==> config.mk <==
export PLATFORM = sky130hd
export DESIGN_NAME = pacman_next_cell
export DESIGN_NICKNAME = d
export VERILOG_FILES = /design/src/rtl/pacman_move_checker_pkg.sv /design/src/rtl/pacman_move_checker_next_cell.sv
export SDC_FILE = /design/constraint.sdc
export NUM_CORES = 1
export LEC_CHECK = 0
export CAP_MARGIN = 10
export CELL_PAD_IN_SITES_DETAIL_PLACEMENT = 0
export CELL_PAD_IN_SITES_GLOBAL_PLACEMENT = 2
export CORE_ASPECT_RATIO = 0.9
export CORE_UTILIZATION = 22
export DETAILED_ROUTE_END_ITERATION = 8
export PLACE_DENSITY_LB_ADDON = 0.1
export SLEW_MARGIN = 0
export SYNTH_ARGS = -nofsm -noshare
export SYNTH_HDL_FRONTEND = slang
export SYNTH_SLANG_ARGS = --single-unit
==> constraint.sdc <==
create_clock -name vclk -period 1.7
set_input_delay 0.255 -clock vclk [all_inputs]
set_output_delay 0.255 -clock vclk [all_outputs]
set_load 0.1 [all_outputs]
==> src/rtl/pacman_move_checker_pkg.sv <==
// Shared definitions for the pacman move checker and its helpers.
// Holds the map geometry, coordinate widths, direction encodings,
// the wall-bit polarity and the checker FSM state encodings.
package pacman_move_checker_pkg;

    localparam int MAP_ROWS = 64;   // BRAM depth, one row per map line
    localparam int MAP_COLS = 80;   // valid columns, bits above are zero pad
    localparam int ROW_W    = 128;  // BRAM data width
    localparam int ADDR_W   = 6;    // row address width
    localparam int COL_W    = 7;    // column coordinate width
    localparam int READ_LAT = 1;    // BRAM address-to-data latency

    // A set map bit marks a wall.
    localparam logic WALL = 1'b1;

    typedef enum logic [1:0] {
        DIR_UP    = 2'b00,
        DIR_RIGHT = 2'b01,
        DIR_DOWN  = 2'b10,
        DIR_LEFT  = 2'b11
    } dir_e;

    typedef enum logic [2:0] {
        ST_IDLE    = 3'd0,
        ST_ISSUE   = 3'd1,
        ST_WAIT    = 3'd2,
        ST_CAPTURE = 3'd3,
        ST_RESP    = 3'd4
    } state_e;

endpackage

==> src/rtl/pacman_move_checker_next_cell.sv <==
// pacman_next_cell: combinational neighbour-cell calculator, also used by
// the ghost logic.
// Ports:
//   x, y  : current cell
//   dir   : move direction (dir_e encoding)
//   tx, ty: target cell, horizontal moves wrap through the side tunnel
//   oob   : target leaves the map (top/bottom edge or bad source column)
// When oob is set, tx/ty are still kept inside the map so a careless
// consumer can never index the pad bits.
module pacman_next_cell
    import pacman_move_checker_pkg::*;
#(
    parameter int MAP_ROWS_P = MAP_ROWS,
    parameter int MAP_COLS_P = MAP_COLS,
    parameter int ADDR_W_P   = ADDR_W,
    parameter int COL_W_P    = COL_W
) (
    input  logic [COL_W_P-1:0]  x,
    input  logic [ADDR_W_P-1:0] y,
    input  logic [1:0]          dir,
    output logic [COL_W_P-1:0]  tx,
    output logic [ADDR_W_P-1:0] ty,
    output logic                oob
);

    localparam logic [COL_W_P-1:0]  LAST_X = COL_W_P'(MAP_COLS_P - 1);
    localparam logic [ADDR_W_P-1:0] LAST_Y = ADDR_W_P'(MAP_ROWS_P - 1);

    always_comb begin
        tx  = x;
        ty  = y;
        oob = (x > LAST_X);
        case (dir_e'(dir))
            DIR_UP: begin
                if (y == '0) oob = 1'b1;
                else         ty  = y - ADDR_W_P'(1);
            end
            DIR_DOWN: begin
                if (y == LAST_Y) oob = 1'b1;
                else             ty  = y + ADDR_W_P'(1);
            end
            DIR_RIGHT: tx = (x == LAST_X) ? '0 : x + COL_W_P'(1);
            DIR_LEFT:  tx = (x == '0) ? LAST_X : x - COL_W_P'(1);
            default: ;
        endcase
        // Bad source column: park the target on column 0.
        if (x > LAST_X) tx = '0;
    end

endmodule

After elaboration in Yosys (flattened, before gate mapping):

Cells that the tools add are included.

* register bits after elaboration: 0
* input bits: 15
* output and inout bits: 14
* word-level logic and storage cells: 23

* add/subtract/negate cells: 4
* order comparisons: 1
* eq/ne operators: 5
* muxes and demuxes: 10
* reduce and logical (&&, ||, !) cells: 3

Operators by type and width (number)
* 7-bit 2-to-1 mux: 3
* 7-bit case mux with 2 select lines: 1
* 6-bit 2-to-1 mux: 2
* 6-bit case mux with 2 select lines: 1
* 7-bit by 1-bit adder with 7-bit output, second input constant: 1
* 7-bit equality test, second input constant: 1
* 7-bit greater-than comparator, second input constant: 1
* 7-bit zero test: 1
* 7-bit by 1-bit subtractor with 7-bit output, second input constant: 1
* 6-bit by 1-bit adder with 6-bit output, second input constant: 1
* 6-bit equality test, second input constant: 1
* 6-bit zero test: 1
* 6-bit by 1-bit subtractor with 6-bit output, second input constant: 1
* 2-bit equality test, second input constant: 2
* 2-bit by 1-bit equality test with 1-bit output, second input constant: 1
* 2-bit zero test: 1
* 1-bit 2-to-1 mux: 2
* 1-bit case mux with 2 select lines: 1

Logic depth before layout (Yosys ltp):

* depth after elaboration: 4
* depth in mapped cells: 6

Least setup slack after synthesis:

Ideal clock, no wire load.

* path type: input-to-output
* start point: input x[1]
* end point: output tx[0]
* arrival: 3.544 ns
* required time: 1.445 ns
* slack: -2.099 ns
* cell stages on the path: 6
* buffers on the path: 0
* cells stage by stage: inv_1 ha_1 or3b_1 nor4_2 nand2_1 a311oi_1

* longest elaborated chain between the ends: 4
* elaborated cells between the ends (all ways): 7
* those cells by class: order compare: 1; eq/ne: 1; mux: 4; reduce/logical: 1

RTL lines
* start: declaration: RTL line pacman_move_checker_next_cell.sv:18 `input logic [COL_W_P-1:0] x,`
* 7-bit equality test or 7-bit zero test (tied branches): RTL line pacman_move_checker_next_cell.sv:42, pacman_move_checker_next_cell.sv:43
* 7-bit 2-to-1 mux (on tied branches): RTL line pacman_move_checker_next_cell.sv:42, pacman_move_checker_next_cell.sv:43
* 7-bit case mux with 2 select lines: RTL line pacman_move_checker_next_cell.sv:33 `case (dir_e'(dir))`
* 7-bit 2-to-1 mux *: RTL line pacman_move_checker_next_cell.sv:47 `if (x > LAST_X) tx = '0;`
* end: declaration: RTL line pacman_move_checker_next_cell.sv:21 `output logic [COL_W_P-1:0] tx,`

Mark *: on every way between the ends. The rest lies on a longest branch, timed or not.

Final worst setup path:

* start point: input x[1]
* end point: output tx[3]

* longest elaborated chain between the ends: 4
* elaborated cells between the ends (all ways): 9
* those cells by class: add/sub: 2; order compare: 1; eq/ne: 1; mux: 4; reduce/logical: 1

RTL lines
* 7-bit by 1-bit subtractor with 7-bit output (tied with other cells): RTL line pacman_move_checker_next_cell.sv:43 `DIR_LEFT: tx = (x == '0) ? LAST_X : x - COL_W_P'(1);`
* 7-bit 2-to-1 mux (on tied branches): RTL line pacman_move_checker_next_cell.sv:43, pacman_move_checker_next_cell.sv:42
* 7-bit case mux with 2 select lines: RTL line pacman_move_checker_next_cell.sv:33
* 7-bit 2-to-1 mux *: RTL line pacman_move_checker_next_cell.sv:47

Marks and branches as above.

==> impl_metrics.env <==
export IMPL_status="finished with violations"
export IMPL_hold_path_class="primary input to output port"
export IMPL_viasPerCell=4.99
export IMPL_path_max_fanout=4
export IMPL_synthTopCellsByArea="ha_1 (7.7%), o21ai_0 (7.4%), nor2_1 (6.4%), xnor2_1 (5.4%), clkbuf_1 (4.6%)"
export IMPL_dp_hpwl_um=2800
export IMPL_syn_area_um2=817
export IMPL_drive_gt1_frac=0.693
export IMPL_critPathArrivalTime_ns=1.97
export IMPL_die_area_um2=3960
export IMPL_n_antenna_cell=0
export IMPL_yosysTopAreaCell="ha_1"
export IMPL_ir_drop_v=0.000215
export IMPL_synth_nets=153
export IMPL_netlist_instances=133
export IMPL_max_slew_margin=0.719
export IMPL_start_kind="primary input"
export IMPL_setup_tns_ns=-3.53
export IMPL_drt_initial_drc_count=53
export IMPL_synth_cell_types=44
export IMPL_portBuffers=29
export IMPL_p_leak_nw=0.969
export IMPL_synth_avg_cell_area_um2=6.14
export IMPL_final_antenna_net_count=0
export IMPL_fp_dieW_um=66.2
export IMPL_min_period_ns=2.22
export IMPL_whs_ns=0.988
export IMPL_hold_viol=0
export IMPL_io_pins=29
export IMPL_cap_violations=0
export IMPL_antenna_found_initial=0
export IMPL_fin_crit_sh=1.31
export IMPL_max_slew_worst_pin_slew_ns=0.420
export IMPL_synth_top_area_share=0.0766
export IMPL_cp_end_kind="output port"
export IMPL_timing_final_ws_setup_ns=-0.521
export IMPL_postCtsHoldBufs=0
export IMPL_power_density_nw_per_um2=378
export IMPL_vias=1341
export IMPL_fmax_mhz=450
export IMPL_num_rows=20
export IMPL_synth_seq_area_share=0
export IMPL_nClkBuffers=0
export IMPL_synth_commonest_cells="nor2_1 (14), o21ai_0 (12), clkbuf_1 (10), nand2_1 (10), inv_1 (9)"
export IMPL_drc=0
export IMPL_synth_most_common_cell="nor2_1"
export IMPL_violations="negative setup slack"
export IMPL_first_pass_iters=4
export IMPL_grt_start_max_net_pins=12
export IMPL_rsz0062_at_grt="true"
export IMPL_wl_per_cell_um=14.1
export IMPL_grt_pass1_wl_um=6170
export IMPL_globalplace_congestion=0.813
export IMPL_crit_required_ns=1.44
export IMPL_grt_pass1_vias=1258
export IMPL_die_h_um=59.8
export IMPL_routed_wirelength_um=3800
export IMPL_syn2layout_area_growth_pct=190
export IMPL_seq_cell_count=0
export IMPL_drv_slew=0
export IMPL_setup_viol=12
export IMPL_globalRouteOverflowTotal=0
export IMPL_ff_latch_area_um2=0
export IMPL_worstSetupPathType="primary input to output port"
export IMPL_initial_core_util=0.237
export IMPL_grt_use_total=0.197
export IMPL_fin_nets=247
export IMPL_core_area_um2=3450
export IMPL_yosys_warnings=0
-- final timing paths --
check,startpoint,to,slack [ns],depth (start not counted)
max,x[1],tx[3],-0.52,9
min,x[1],tx[1],0.99,5
-- layout by cell type, fill, tap and decap left out, types with 2 or more instances in the layout --
| cell | instances |
|---|---|
| nand4_1 | 3 |
| inv_1 | 5 |
| nand3_1 | 3 |
| nand2_4 | 2 |
| o21ai_0 | 7 |
| xnor2_1 | 2 |
| nor2_1 | 10 |
| o21a_1 | 2 |
| xnor2_2 | 2 |
| or3_4 | 2 |
| buf_6 | 23 |
| a31oi_1 | 2 |
| a211oi_4 | 3 |
| o21ai_2 | 3 |
| ha_4 | 5 |
| nand2_1 | 7 |
| buf_4 | 54 |
| nor3_1 | 2 |
| buf_12 | 16 |
| a21o_1 | 3 |
| or4_1 | 2 |
| nor2_4 | 3 |
| buf_2 | 3 |
| nand3_2 | 2 |
| a31oi_4 | 2 |
| a21oi_1 | 3 |
| inv_4 | 2 |
| nand2b_1 | 4 |
| o21ai_4 | 5 |
| buf_8 | 3 |
-- routing by layer --
metal	vias up	track usage	share of wire
li1	681	-	-
met5	-	0	0
met4	0	0.0122	0.0021
met1	634	0.306	0.48
met3	2	0.00191	0.024
met2	24	0.315	0.49
-- worst max-delay path, stage by stage --
cell,delay [ns]
buf_12,0.12
inv_16,0.05
ha_4,0.12
or3b_4,0.41
nor4_4,0.35
buf_4,0.20
nor3_4,0.05
a211oi_4,0.20
buf_12,0.21
-- layout make-up --
type               instances  area, um2
well taps                 44       55.1
multi-input cells        113       1180
inverters                  9       58.8
fillers                  259       1080
repair buffers           103       1080
-- stage by stage --
stage	utilization	instance area [um2]	power, mW	instances	setup WS [ns]
after global routing	0.686	2370	0.934	269	-0.565
final	0.686	2370	0.894	269	-0.521
after CTS	0.638	2200	0.851	261	-0.539
after detailed placement	0.557	1920	0.785	249	-0.946
after floorplan	-	1100	0.470	133	-0.656
after global placement	0.557	1920	0.779	249	-0.878
-- cell families (layout without fill, tap and decap cells) --
logic type	count (synthesis)	after routing	synth area share
and+or+nand+nor	54	54	0.352
AOI/OAI and AO/OA	47	47	0.395
buffers and inverters	20	112	0.0965
adders and majority gates	5	5	0.0766
xor gates and xnor gates	5	5	0.0536
muxes	2	2	0.0260
-- what timing repair did --
| item | in CTS | in global routing |
|---|---|---|
| gates resized for setup | 105 | 31 |
| setup endpoints to repair | 14 | 14 |
| setup buffers | 14 | 12 |
| pin swaps | 25 | 26 |
-- power by group --
group / switching, mW / internal [mW]
Clock: 0 / 0
Sequential: 0 / 0
Combinational: 0.493 / 0.401
Total: 0.493 / 0.401
Power figures use the tool's default switching activity.
